$ cat src/rtl/cordic_seq_pkg.sv
// cordic_seq_pkg: shared encodings and the repeat-index recurrence for the CORDIC sequencer.
package cordic_seq_pkg;
    localparam logic [0:0] ST_IDLE = 1'b0;
    localparam logic [0:0] ST_RUN = 1'b1;
    localparam logic MODE_CIRC = 1'b0;
    localparam logic MODE_HYP = 1'b1;
    localparam int FIRST_REP = 4;

    function automatic int unsigned next_rep_f(input int unsigned k);
        return 3 * k + 1;
    endfunction
endpackage

$ cat src/rtl/cordic_rep_point.sv
// cordic_rep_point: tracks the next hyperbolic repeat index and whether the current step is its second pass.
module cordic_rep_point
    import cordic_seq_pkg::*;
#(
    parameter int IDX_W = 5
) (
    input  logic             clk_i,
    input  logic             reset_i,
    input  logic             init_i,
    input  logic             adv_i,
    input  logic             hyp_i,
    input  logic [IDX_W-1:0] idx_i,
    output logic             hit_o,
    output logic             rep_o
);
    // Two spare bits keep 3k+1 from wrapping back into the index range.
    localparam int NR_W = IDX_W + 2;

    logic [NR_W-1:0] nr_q, nr_d;
    logic            rep_q, rep_d;

    always_comb begin
        hit_o = ({2'b00, idx_i} == nr_q) && !rep_q;
        rep_d = init_i ? 1'b0 : (adv_i && hyp_i) ? hit_o : rep_q;
        nr_d = init_i ? NR_W'(FIRST_REP)
             : (adv_i && hyp_i && rep_q) ? NR_W'(next_rep_f(32'(nr_q))) : nr_q;
    end

    always_ff @(posedge clk_i) begin
        if (reset_i) begin
            nr_q <= NR_W'(FIRST_REP);
            rep_q <= 1'b0;
        end else begin
            nr_q <= nr_d;
            rep_q <= rep_d;
        end
    end

    assign rep_o = rep_q;
endmodule

$ cat src/rtl/cordic_iter_seq.sv
// cordic_iter_seq: issues CORDIC shift indices with start/busy/done handshake and adv-driven stepping.
module cordic_iter_seq
    import cordic_seq_pkg::*;
#(
    parameter int IDX_W = 5,
    parameter int MAX_IDX = 16,
    parameter int CNT_W = 6
) (
    input  logic             clk_i,
    input  logic             reset_i,
    input  logic             start_i,
    input  logic             mode_i,
    input  logic             adv_i,
    output logic [IDX_W-1:0] idx_o,
    output logic             step_valid_o,
    output logic             first_o,
    output logic             last_o,
    output logic             rep_o,
    output logic [CNT_W-1:0] step_cnt_o,
    output logic             busy_o,
    output logic             done_o
);
    localparam logic [IDX_W-1:0] MAX_L = IDX_W'(MAX_IDX);

    logic [0:0]       state_q, state_d;
    logic             mode_q, mode_d;
    logic [IDX_W-1:0] idx_q, idx_d;
    logic [CNT_W-1:0] cnt_q, cnt_d;
    logic             first_q, first_d;
    logic             done_q, done_d;
    logic             accept, step, hit, hyp_hit, last;

    cordic_rep_point #(.IDX_W(IDX_W)) u_rep (
        .clk_i   (clk_i),
        .reset_i (reset_i),
        .init_i  (accept),
        .adv_i   (step && !last),
        .hyp_i   (mode_q == MODE_HYP),
        .idx_i   (idx_q),
        .hit_o   (hit),
        .rep_o   (rep_o)
    );

    always_comb begin
        accept = (state_q == ST_IDLE) && start_i;
        step = (state_q == ST_RUN) && adv_i;
        hyp_hit = (mode_q == MODE_HYP) && hit;
        last = (state_q == ST_RUN) && (idx_q == MAX_L) && !hyp_hit;
        state_d = accept ? ST_RUN : (step && last) ? ST_IDLE : state_q;
        mode_d = accept ? mode_i : mode_q;
        idx_d = accept ? IDX_W'(mode_i == MODE_HYP) : (step && !last && !hyp_hit) ? idx_q + 1'b1 : idx_q;
        cnt_d = accept ? '0 : (step && !last) ? cnt_q + 1'b1 : cnt_q;
        first_d = accept ? 1'b1 : step ? 1'b0 : first_q;
        done_d = step && last;
    end

    always_ff @(posedge clk_i) begin
        if (reset_i) begin
            state_q <= ST_IDLE;
            mode_q <= MODE_CIRC;
            idx_q <= '0;
            cnt_q <= '0;
            first_q <= 1'b0;
            done_q <= 1'b0;
        end else begin
            state_q <= state_d;
            mode_q <= mode_d;
            idx_q <= idx_d;
            cnt_q <= cnt_d;
            first_q <= first_d;
            done_q <= done_d;
        end
    end

    assign idx_o = idx_q;
    assign step_valid_o = (state_q == ST_RUN);
    assign busy_o = (state_q == ST_RUN);
    assign first_o = first_q;
    assign last_o = last;
    assign step_cnt_o = cnt_q;
    assign done_o = done_q;
endmodule

$ cat config.mk
export PLATFORM = sky130hd
export DESIGN_NAME = cordic_iter_seq
export DESIGN_NICKNAME = d
export VERILOG_FILES = /design/src/rtl/cordic_seq_pkg.sv /design/src/rtl/cordic_rep_point.sv /design/src/rtl/cordic_iter_seq.sv
export SDC_FILE = /design/constraint.sdc
export NUM_CORES = 1
export LEC_CHECK = 0
export BUFFER_PORTS_ARGS = -buffer_cell sky130_fd_sc_hd__buf_4
export CAP_MARGIN = 15
export CORE_ASPECT_RATIO = 1.1
export CORE_MARGIN = 4
export CORE_UTILIZATION = 39
export CTS_BUF_LIST = sky130_fd_sc_hd__clkbuf_8
export CTS_CLUSTER_DIAMETER = 200
export DETAILED_ROUTE_END_ITERATION = 10
export SLEW_MARGIN = 40
export SYNTH_ARGS = -nofsm -noshare
export SYNTH_HDL_FRONTEND = slang
export SYNTH_HIERARCHICAL = 1
export SYNTH_SLANG_ARGS = --single-unit
$ cat constraint.sdc
create_clock -name clk_i -period 6.3 [get_ports clk_i]
set_clock_uncertainty 0.1 [all_clocks]
set_input_delay 0.63 -clock clk_i [delete_from_list [all_inputs] [get_ports clk_i]]
set_output_delay 0.63 -clock clk_i [all_outputs]
set_load 0.005 [all_outputs]
==> After elaboration in Yosys (flattened, before gate mapping) <==
Index checks and enable logic that the tools add are counted.
W data, S select, Z words.
{ "op_classes": {"n_addsub": 3, "multipliers": 1, "n_div": 0, "magnitude_cmp": 0, "n_eq_ne": 2, "shift": 0, "n_mux": 6, "n_bitwise": 1, "reduce_logical": 18} }
{ "op_table": {"columns": ["operator", "n"], "rows": [
  ["$logic_and A1 B1 Y1", 11],
  ["$add A7 B1 Y7 const B", 1],
  ["$eq A5 B7 Y1", 1],
  ["$mul A2 B7 Y7 const A", 1],
  ["$add A6 B1 Y6 const B", 1],
  ["$mux W1", 6],
  ["$reduce_bool A2 Y1", 3],
  ["$add A5 B1 Y5 const B", 1],
  ["$eq A5 B5 Y1 const B", 1],
  ["$logic_not A1 Y1", 3],
  ["$reduce_or A2 Y1", 1],
  ["$not A1 Y1", 1]
]} }
{ "word_totals": {"reg_bits": 23, "latch_bits": 0, "mem_bits_rw": 0, "rom_bits": 0, "in_bits": 5, "output_inout_bits": 17, "word_cells": 40, "n_memories": 0} }

==> Logic depth before layout (Yosys ltp) <==
Gate-level depths: netlist of the first run.
{ "depth": {"word_depth": 10, "mapped_depth": 9, "mapped_depth_nobuf": 8} }

==> Cells and area by module <==
The synthesis of the first run kept the hierarchy.
{ "by_module_without_submodules": {"columns": ["module", "instances", "cells_per_inst", "area_per_inst_um2", "seq_area_each_um2"], "rows": [
  ["cordic_iter_seq", 1, 93, 829.5, 300.3],
  ["cordic_rep_point", 1, 71, 600.6, 160.2]
]} }

==> Worst setup path after synthesis of the first run <==
OpenSTA, ideal clock, no wires.
{ "synth_path": {"path_kind": "register to register", "from": "reg idx_q[2], in the netlist idx_o[2]", "to": "reg u_rep.nr_q[6]", "setup_ns": 0.131, "arrival_time_ns": 2.135, "required_time_ns": 6.069, "path_slack_ns": 3.934, "stages_incl_launch_ff": 9, "path_buffers": 0, "period_less_slack_ns": 2.366, "path_cell_list": "dfxtp_1 -> xor2_1 -> or4_4 -> nor2_2 -> nand2_1 -> a21oi_2 -> nand3_1 -> o311ai_1 -> o41ai_1"} }
{ "synth_between": {"elab_chain_cells": 9, "word_cells_on_any_way": 11, "cone_classes": "2 x eq/ne; 9 x reduce/logical"} }
{ "synth_rtl": {"columns": ["element", "line", "rtl"], "rows": [
  ["from (decl)", "cordic_iter_seq.sv:27", "logic [IDX_W-1:0] idx_q, idx_d;"],
  ["from (signal assigned)", "cordic_iter_seq.sv:68", "idx_q <= idx_d;"],
  ["$eq A5 B7 Y1", "cordic_rep_point.sv:23", "hit_o = ({2'b00, idx_i} == nr_q) && !rep_q;"],
  ["$logic_and A1 B1 Y1", "cordic_rep_point.sv:23", null],
  ["net hit", "cordic_iter_seq.sv:31", "logic accept, step, hit, hyp_hit, last;"],
  ["$logic_and A1 B1 Y1", "cordic_iter_seq.sv:47", "hyp_hit = (mode_q == MODE_HYP) && hit;"],
  ["$logic_not A1 Y1", "cordic_iter_seq.sv:48", "last = (state_q == ST_RUN) && (idx_q == MAX_L) && !hyp_hit;"],
  ["$logic_and A1 B1 Y1", "cordic_iter_seq.sv:48", null],
  ["$logic_not A1 Y1", "cordic_iter_seq.sv:37", ".adv_i (step && !last),"],
  ["$logic_and A1 B1 Y1", "cordic_iter_seq.sv:37", null],
  ["$logic_and A1 B1 Y1 (2 in a row)", "cordic_rep_point.sv:26", ": (adv_i && hyp_i && rep_q) ? NR_W'(next_rep_f(32'(nr_q))) : nr_q;"],
  ["to (signal assigned)", "cordic_rep_point.sv:31", "nr_q <= NR_W'(FIRST_REP);"],
  ["to (signal assigned)", "cordic_rep_point.sv:34", "nr_q <= nr_d;"],
  ["to (decl)", "cordic_rep_point.sv:19", "logic [NR_W-1:0] nr_q, nr_d;"]
]} }
The timed path passes the listed nets, and every way through them passes these cells.
A chain may end at the register's enable or synchronous reset.

==> Worst setup path in the final report of the first run <==
{ "layout_path": {"from": "reg idx_q[2], in the netlist idx_o[2]", "to": "out last_o"} }
{ "layout_between": {"elab_chain_cells": 5, "word_cells_on_any_way": 7, "cone_classes": "2 x eq/ne; 5 x reduce/logical"} }
{ "layout_rtl": {"columns": ["element", "line", "rtl"], "rows": [
  ["$eq A5 B7 Y1", "cordic_rep_point.sv:23", null],
  ["$logic_and A1 B1 Y1", "cordic_rep_point.sv:23", null],
  ["net hit", "cordic_iter_seq.sv:31", null],
  ["$logic_and A1 B1 Y1", "cordic_iter_seq.sv:47", null],
  ["$logic_not A1 Y1", "cordic_iter_seq.sv:48", null],
  ["$logic_and A1 B1 Y1", "cordic_iter_seq.sv:48", null],
  ["to (decl)", "cordic_iter_seq.sv:17", "output logic last_o,"]
]} }
The timed path passes the listed nets, and every way through them passes these cells.

==> impl.org, run 1 <==
** Die
- Once the floorplan was initialized, standard cells occupied between 40 and 50% of the core.
- Total I/O pin count :: 22
- The die is approximately 66 µm wide.
- Cell row count :: 22
- Die Y :: approximately 72 µm
- The floorplan step defined a die boundary enclosing 0.004701 mm².
- Core Area :: about 0.0034 mm²

** Setup path
- Worst setup path class :: register to output pin
- CP arrival :: between 2 and 2.5 ns
- For the worst setup path, the data required time is ~5.6 ns.
- Of all nets on the critical path, the largest fanout is 10.
- For the worst flop-to-flop path, the logic depth is 8.
- STA classifies the critical path startpoint as a register.
- Category of the worst setup path capture point :: output pin

** Power and ir drop
- Fraction of power consumed by sequential logic :: approximately 56%
- In this run the power spent charging and discharging nets is 65.21 µW.
- Summed over all cells, the static leakage comes to 0.0006475 µW.
- Ratio of total power to cell area :: ~160 mW/mm²
- In this run, the combinational gates consume around 10% of the power.
- Of the total power, the clock network draws roughly a third.
- Pint :: around 200 µW
- The worst-case IR drop observed on VDD is about 0.10 mV.
- Net switching is between 20% and 30% of the power.

** Clock tree
- Clock latency on the worst-skew pair, taken at its later pin, is about 0.26 ns.
- Clock-pin slew of the registers on the worst-case setup and hold paths :: roughly 0.080 ns
- The number of setup buffers added after CTS is 0.
- TritonCTS built the clock tree.
- Number of CTS-inserted buffers :: 3
- CTS resizes :: 0
- Buffer levels on the longest clock path :: 2
- Root Driver :: sky130_fd_sc_hd__clkbuf_8
- The clock drives 23 sinks.
- Htree depth :: 1
- CTS Hold Bufs :: 0

** Global routing
- Largest net degree at the start of global routing :: 18
- Grt ovf :: 0
- Initial antenna violation count :: 0
- Global-route wire length before repair :: approximately 5500 µm
- Vias in the first global route :: around 1200
- Global routing used 14.60% of the available tracks across all layers.

** STA
- Setup violations remaining at the end of the flow were counted as 0.
- Min cycle time layout :: roughly 2.7 ns
- Measured slew at the worst slew-check pin :: around 0.46 ns
- Across all hold checks on the routed design, the worst slack comes to slightly below 0.4 ns.
- Post-Route Setup TNS :: 0 ns
- The final number of hold-violating endpoints came to 0.
- RSZ-0062 raised after global routing :: no
- Of the available clock period, the critical path in the final layout requires about 44%.
- The worst path meets setup with approximately 3.6 ns of slack.
- Worst relative slew slack :: between 60 and 70%
- Timing-limited maximum frequency :: 0.3647 GHz
- Number of slew-limit violations in the final report :: 0

** Route
- After detailed routing, the number of remaining DRC violations is 0.
- The detail route stage leaves a number of antenna-violating nets equal to 0.
- Post-detailed-routing wire length :: between 3000 and 4000 µm
- Total number of vias :: 1253
- For this run, the detailed router's first-pass iteration total came to 5.
- Routed wirelength normalized by instance count :: between 10 and 15 µm
- The detailed router finished its first iteration with 69 violations.
- In the routed layout, each cell is associated on average with a via count of between 5 and 6.

** Logic synthesis
- EDFF count, synth :: 0
- Synthesized net count :: approximately 180
- Share of flip-flops with an asynchronous set or reset after synthesis :: 0%
- Post-synthesis area per instance :: about 8.7 µm²
- The mapped netlist covers about 0.0014 mm².
- Number of unique standard cell types used by synthesis :: between 40 and 50
- Share of synthesized area occupied by flip-flops and latches :: between 30% and 40%
- The synthesized design contains 23 register bits.
- Post-Syn Instances :: 164
- Yosys warns :: 6
- The most used flip-flop cell after synthesis is sky130_fd_sc_hd__dfxtp_1.

** Job
- Max-cap violations in this run came to 0.

** Place
- Detailed-placement wirelength estimate :: roughly 2500 µm
- Post-Place Worst Slack :: around 3.6 ns
- Quantity of I/O buffers inserted on ports :: 21
- At the end of routability-driven placement, the weighted congestion stood at 0.7717.
- After detailed placement, the total cell area comes to between 0.0015 and 0.002 mm².

** Layout
- Finished layout cell area :: 0.001650 mm²
- Area taken by flip-flops and latches :: ~460 µm²
- At the end of the flow the core is filled with cells to between 40% and 50%.
- For this run, the post-layout net count is just under 200.
- Layout cell share with drive strength beyond 1 :: ~19%
- Post-synthesis to final-layout area growth :: 15.40%
- Summing all multi-input logic gate instances after layout gives ~900 µm².
- After filler insertion, the fill cell instance count of the layout stands at around 350.
- The number of antenna diodes in the final layout is 0.

** Outcome
- Run status :: finished clean

** Worst hold path
- The worst hold path belongs to the class register to register.
- Worst hold stages :: 2
==> state kept, by name (all words and copies together) (netlist names) <==
register and count:
mode_q 1, busy_o 1, step_cnt_o 6, u_rep/rep_o 1, done_o 1, idx_o 5
first_o 1, u_rep/nr_q 7
==> worst paths after layout <==
| kind | startpoint | end | slack (ns) |
|---|---|---|---|
| setup / recovery | idx_o[2] | last_o | 3.56 |
| hold / removal | step_cnt_o[5] | step_cnt_o[5] | 0.39 |
| setup reg to reg | idx_o[2] | u_rep/nr_q[6] | 3.56 |
| hold reg to reg | step_cnt_o[5] | step_cnt_o[5] | 0.39 |
==> through the flow <==
stage,power [µW],cells
detailed placement,182.1,225
global placement,180.9,225
global route,281.0,229
floorplan,172.2,164
CTS,271.6,229
finish,268.6,229
==> synth_stat cells (2+ instances only) <==
cell | count | area share (%)
sky130_fd_sc_hd__a211oi_1 | 5 | 2.6
sky130_fd_sc_hd__a21oi_1 | 7 | 2.4
sky130_fd_sc_hd__a21oi_2 | 2 | 1.2
sky130_fd_sc_hd__and2_1 | 2 | 0.87
sky130_fd_sc_hd__and3_1 | 2 | 0.87
sky130_fd_sc_hd__buf_2 | 2 | 0.70
sky130_fd_sc_hd__clkbuf_1 | 4 | 1.0
sky130_fd_sc_hd__dfxtp_1 | 23 | 32
sky130_fd_sc_hd__ha_1 | 9 | 7.9
sky130_fd_sc_hd__inv_1 | 7 | 1.8
sky130_fd_sc_hd__mux2i_1 | 10 | 7.0
sky130_fd_sc_hd__nand2_1 | 15 | 3.9
sky130_fd_sc_hd__nand3_1 | 15 | 5.2
sky130_fd_sc_hd__nand4_1 | 5 | 2.2
sky130_fd_sc_hd__nor2_1 | 5 | 1.3
sky130_fd_sc_hd__nor3_1 | 3 | 1.0
sky130_fd_sc_hd__nor4b_1 | 2 | 1.2
sky130_fd_sc_hd__o211ai_1 | 2 | 1.0
sky130_fd_sc_hd__o21a_1 | 2 | 1.0
sky130_fd_sc_hd__o31ai_1 | 2 | 1.0
sky130_fd_sc_hd__or3_1 | 9 | 3.9
sky130_fd_sc_hd__xnor2_1 | 7 | 4.3
sky130_fd_sc_hd__xor2_1 | 2 | 1.2
==> worst max-delay path, cell delays in order (launching register included) <==
cell and delay [ns]:
sky130_fd_sc_hd__dfxtp_1 0.46, sky130_fd_sc_hd__xor2_1 0.10, sky130_fd_sc_hd__or4_4 0.42, sky130_fd_sc_hd__nor2_2 0.13, sky130_fd_sc_hd__nand2_1 0.23, sky130_fd_sc_hd__and3_1 0.28
sky130_fd_sc_hd__buf_4 0.13
==> layout make-up <==
type,count,area share (%)
clock buffers,3,2.502
clock inverters,1,0.3033
inverters,8,1.820
multi-input cells,125,54.28
flip-flops and latches,23,27.90
well taps,48,3.639
repair buffers,21,9.553
==> power groups by stage <==
stage / Sequential [µW] / Clock [µW] / Combinational, µW
final: 152 / 90.2 / 26.8
after global routing: 152 / 98.7 / 30.1
after CTS: 152 / 92.9 / 27.1
after detailed placement: 155 / 0 / 27.0
after global placement: 155 / 0 / 26.0
after floorplan: 154 / 0 / 17.9
==> routing by layer <==
layer / GRT usage [%] / vias up / part of all wire, %
li1: - / 632 / -
met1: 18.87 / 592 / 44
met2: 25.06 / 27 / 51
met3: 2.821 / 2 / 4.9
met5: 0 / - / 0
met4: 2.995 / 0 / 0.26
==> cell families after synthesis <==
logic type / after synthesis / synth area share [%]
DFF: 23 / 32.20
AOI/OAI and AO/OA: 29 / 14.96
adders and majority gates: 10 / 9.274
muxes: 10 / 6.999
buffers and inverters: 16 / 5.162
and+or+nand+nor: 67 / 25.90
xor gates and xnor gates: 9 / 5.512
==> cells in the final DEF (no fill, tap or decap), types with 3 or more instances in the layout <==
cell type,instances
sky130_fd_sc_hd__xnor2_1,7
sky130_fd_sc_hd__nor2_1,5
sky130_fd_sc_hd__clkbuf_8,3
sky130_fd_sc_hd__ha_1,9
sky130_fd_sc_hd__a211oi_1,5
sky130_fd_sc_hd__or3_1,9
sky130_fd_sc_hd__mux2i_1,10
sky130_fd_sc_hd__a21oi_1,7
sky130_fd_sc_hd__inv_1,7
sky130_fd_sc_hd__nand4_1,5
sky130_fd_sc_hd__nor3_1,3
sky130_fd_sc_hd__buf_4,21
sky130_fd_sc_hd__nand2_1,15
sky130_fd_sc_hd__dfxtp_1,23
sky130_fd_sc_hd__nand3_1,15
(Power assumes the default switching activity.)
==> run 2: changes to the inputs <==
ABC_AREA = 1   (was not set)
clock period = 2.46 ns   (was 6.3 ns; I/O delays follow)
==> run 2 against run 1 <==
  * Sequential cell count is the same
  * Die area grew 3.0%
  * Register-to-register slack lost 3.2 ns
  * Setup slack lost 3.2 ns
  * First-iteration DRC count shrank 23%
  * Sequential share of layout area shrank 1.5 points
  * Wire length shrank 11%
  * Cell count grew 24%
==> impl.org, run 2 <==
** Outcome
- Run status :: finished clean

** STA
- The post-route setup TNS was 0 ns (unchanged).
- Worst relative slew slack :: 71.67% (+2.7 points)
- The final critical path takes up ~86% of the cycle.
- Min cycle time layout :: ~2.1 ns
- Hold violation count in the final report :: 0 (unchanged)
- Final setup violation count :: 0 (unchanged)
- Timing-limited maximum frequency :: ~0.47 GHz
- The worst slack on hold paths came to 0.08601 ns (-0.3052 ns).
- The pin slew with the least headroom to its limit came to 0.4234 ns (-0.03630 ns).
- Setup repair after global routing left no endpoint under its margin.
- Number of slew-limit violations in the final report :: 0 (unchanged)

** Global routing
- Grt ovf :: 0 (unchanged)
- The wire length of the first global-routing pass is 5195 µm (-6.2%).
- The largest net degree at the start of global routing came to 14 (-4).
- The initial antenna violation count came to 0 (unchanged).
- The via count of the first global-routing pass was 1228 (+4.2%).
- The total routing usage reported by global routing is 13.67% (-0.94 points).

** Setup path
- Worst-path fanout max :: 9 (-1)
- CP arrival :: 2.20 ns (+0.19 ns)
- By startpoint and endpoint, the worst setup path is classified as register to register.
- Crit path required time :: 2.53 ns (-3.04 ns)
- Kind of start point of the critical path :: register
- Category of the worst setup path capture point :: register

** Logic synthesis
- Top cells by instance count after synthesis :: sky130_fd_sc_hd__nand2_1 (51), sky130_fd_sc_hd__inv_1 (31), sky130_fd_sc_hd__dfxtp_1 (23), sky130_fd_sc_hd__nand3_1 (17), sky130_fd_sc_hd__nor2_1 (14)
- Among all cell types in the netlist, the one instantiated most often is sky130_fd_sc_hd__nand2_1.
- The share of flip-flops with an asynchronous set or reset came to 0% (unchanged).
- Top cell type by total area after synthesis :: sky130_fd_sc_hd__dfxtp_1
- The number of flip-flops and latches in the synthesized netlist was 23 (unchanged).
- Share of synthesized area occupied by flip-flops and latches :: 31.13% (-1.1 points)
- Post-Syn Instances :: 210 (+28%)
- Dominant cells by area after synthesis :: sky130_fd_sc_hd__dfxtp_1 (31%), sky130_fd_sc_hd__nand2_1 (13%), sky130_fd_sc_hd__inv_1 (7.9%)
- The netlist area before placement is 0.001479 mm² (+3.4%).
- The number of distinct library cells after synthesis is 27 (-40%).
- The synthesis warning total came to 6 (unchanged).
- The portion of synthesized cell area occupied by the leading cell type was 31.13% (-1.1 points).
- The total nets after synthesis is 225 (+26%).
- Post-synthesis area per instance :: 7.042 µm² (-19%)
- Main synth FF type :: sky130_fd_sc_hd__dfxtp_1
- EDFF count, synth :: 0 (unchanged)

** Clock tree
- TritonCTS Sinks :: 23 (unchanged)
- Postcts setup bufs :: 0 (unchanged)
- Number of CTS-inserted buffers :: 3 (unchanged)
- Buffer levels on the longest clock path :: 2 (unchanged)
- CTS resizes :: 0 (unchanged)
- The clock insertion delay at the later pin of the skew report was 0.26 ns (about the same).
- TritonCTS clock tree :: yes
- Clock-pin slew of the registers on the worst-case setup and hold paths :: 0.09 ns (about the same)
- Htree depth :: 1 (unchanged)
- Root Driver :: sky130_fd_sc_hd__clkbuf_8
- CTS Hold Bufs :: 0 (unchanged)

** Route
- The post-detailed-route DRC marker count is 0 (unchanged).
- The detail-routed net length per standard cell is 10.72 µm (-28%).
- Count of antenna-violating nets left after detailed routing :: 0 (unchanged)
- The vias after detailed routing was 1305 (+4.2%).
- The violation count after the first detailed-routing iteration came to 53 (-23%).
- Per-cell via count in the routed design :: 4.579 (-16%)
- Post-detailed-routing wire length :: 3055 µm (-11%)
- First-pass iteration count of the detailed router :: 4 (-1)

** Layout
- The library cell used most frequently in the layout, excluding fill and tap cells, is sky130_fd_sc_hd__nand2_1.
- Layout cell share with drive strength beyond 1 :: 20.85% (+1.5 points)
- Area taken by flip-flops and latches :: 460.4 µm² (unchanged)
- The final cell count without fillers is 285 (+24%).
- More flip-flops sit in one register than any other, and that register is u_rep/nr_q.
- Most used cells in the layout excluding fill and tap cells :: sky130_fd_sc_hd__nand2_1 (51), sky130_fd_sc_hd__inv_1 (31), sky130_fd_sc_hd__dfxtp_1 (23), sky130_fd_sc_hd__buf_4 (23), sky130_fd_sc_hd__nand3_1 (17)
- The multi-input combinational cell area was 864.6 µm² (-3.5%).
- Post-synthesis to final-layout area growth :: 17.77%
- The count of antenna diodes in the layout came to 0 (unchanged).
- The count of filler cells inserted in the layout came to 381 (+7.9%).
- Number of flip-flops in the largest register :: 7 (unchanged)
- Net count reported at finish :: 251 (+27%)

** Job
- Max-cap violation count :: 0 (unchanged)

** Place
- Quantity of I/O buffers inserted on ports :: 21 (unchanged)
- Detailed-placement wirelength estimate :: 2400 µm (-5.0%)
- Placed cell count :: 281 (+25%)
- The final weighted congestion in routability-driven placement was 0.8293 (+7.5%).

** Power and ir drop
- Switching part of the total :: 24.76% (+0.48 points)
- The cell leakage power was 0.0008312 µW (+28%).
- Total Power :: 689.7 µW (+160%)
- The total power density per cell area is 396.0 mW/mm² (+140%).
- Clock share of power :: 34.6% (+1.0 points)
- Worst supply voltage drop on vdd :: 0.2775 mV (+170%)
- The combinational group share of total power came to 9.4% (-0.6 points).
- The sequential power share was 56.0% (-0.5 points).
- The internal power consumption came to 518.9 µW (+160%).
- Net switching component of the power :: 170.8 µW (+160%)

** Die
- The full die area is 0.004843 mm² (+3.0%).
- Starting density of the core :: 40.47% (-1.1 points)
- Cell row count :: 23 (+4.5%)
- Core Area :: 0.003655 mm² (+6.2%)
- The floorplan die width was 66.72 µm (+1.5%).
- The number of top-level pins was 22 (unchanged).
- The height of the chip came to 72.59 µm (+1.5%).

** Worst hold path
- Path category of the worst min-delay check :: primary input to register
-- run 2: critical path: stages, from the launching register on --
cell and delay (ns):
sky130_fd_sc_hd__dfxtp_1 0.48, sky130_fd_sc_hd__inv_1 0.07, sky130_fd_sc_hd__nand2_1 0.06, sky130_fd_sc_hd__nand2_1 0.06
sky130_fd_sc_hd__nor3_2 0.14, sky130_fd_sc_hd__nand3_2 0.10, sky130_fd_sc_hd__inv_1 0.08, sky130_fd_sc_hd__nand2_2 0.12
sky130_fd_sc_hd__nand2_2 0.13, sky130_fd_sc_hd__nor2_4 0.05, sky130_fd_sc_hd__nor2_4 0.08, sky130_fd_sc_hd__nand2_1 0.07
sky130_fd_sc_hd__inv_2 0.08, sky130_fd_sc_hd__nand2_2 0.11, sky130_fd_sc_hd__inv_2 0.12, sky130_fd_sc_hd__nand3_1 0.09
sky130_fd_sc_hd__nand2_1 0.06, sky130_fd_sc_hd__inv_1 0.03
-- run 2: per-layer routing --
layer	track usage, %	up-vias	part of all wire [%]
li1	-	717	-
met1	17.51	566	51
met2	22.91	20	45
met3	2.157	2	2.8
met4	5.192	0	0.75
met5	0	-	0
-- run 2: logic make-up after synthesis --
family	after synthesis	synth area share, %
simple gates	102	32.57
buf+inv	38	10.41
compound gates	28	11.59
flops	23	31.13
fa+ha+maj	10	8.968
xor+xnor	9	5.330
-- run 2: final timing paths --
kind / start / end / slack (ns) / cells past startpoint
setup / recovery: idx_o[4] / u_rep/nr_q[4] / 0.33 / 17
hold / removal: reset_i / first_o / 0.09 / 2
setup reg to reg: idx_o[4] / u_rep/nr_q[4] / 0.33 / 17
hold reg to reg: first_o / first_o / 0.40 / 2
-- run 2: power groups by stage --
stage / sequential, µW / clock [µW] / combinational, µW
after floorplan: 395 / 0 / 38.6
final: 386 / 239 / 64.7
after global routing: 387 / 258 / 72.9
after global placement: 395 / 0 / 65.2
after CTS: 386 / 249 / 65.6
after detailed placement: 395 / 0 / 65.3
-- run 2: metrics by stage --
stage | cell area [µm²] | util, % | setup slack (ns)
2_1_floorplan | 1479 | - | 0.3990
6_report | 1742 | 47.65 | 0.3331
4_1_cts | 1742 | 47.65 | 0.2968
3_3_place_gp | 1695 | 46.39 | 0.3050
5_1_grt | 1742 | 47.65 | 0.07375
3_5_place_dp | 1695 | 46.39 | 0.3239
-- run 2: area by class of cell --
| class | instances | area share, % |
|---|---|---|
| clock buffers | 3 | 2.371 |
| clock inverters | 1 | 0.2874 |
| inverters | 36 | 7.759 |
| multi-input cells | 149 | 49.64 |
| flip-flops and latches | 23 | 26.44 |
| well taps | 50 | 3.592 |
| repair buffers | 23 | 9.914 |
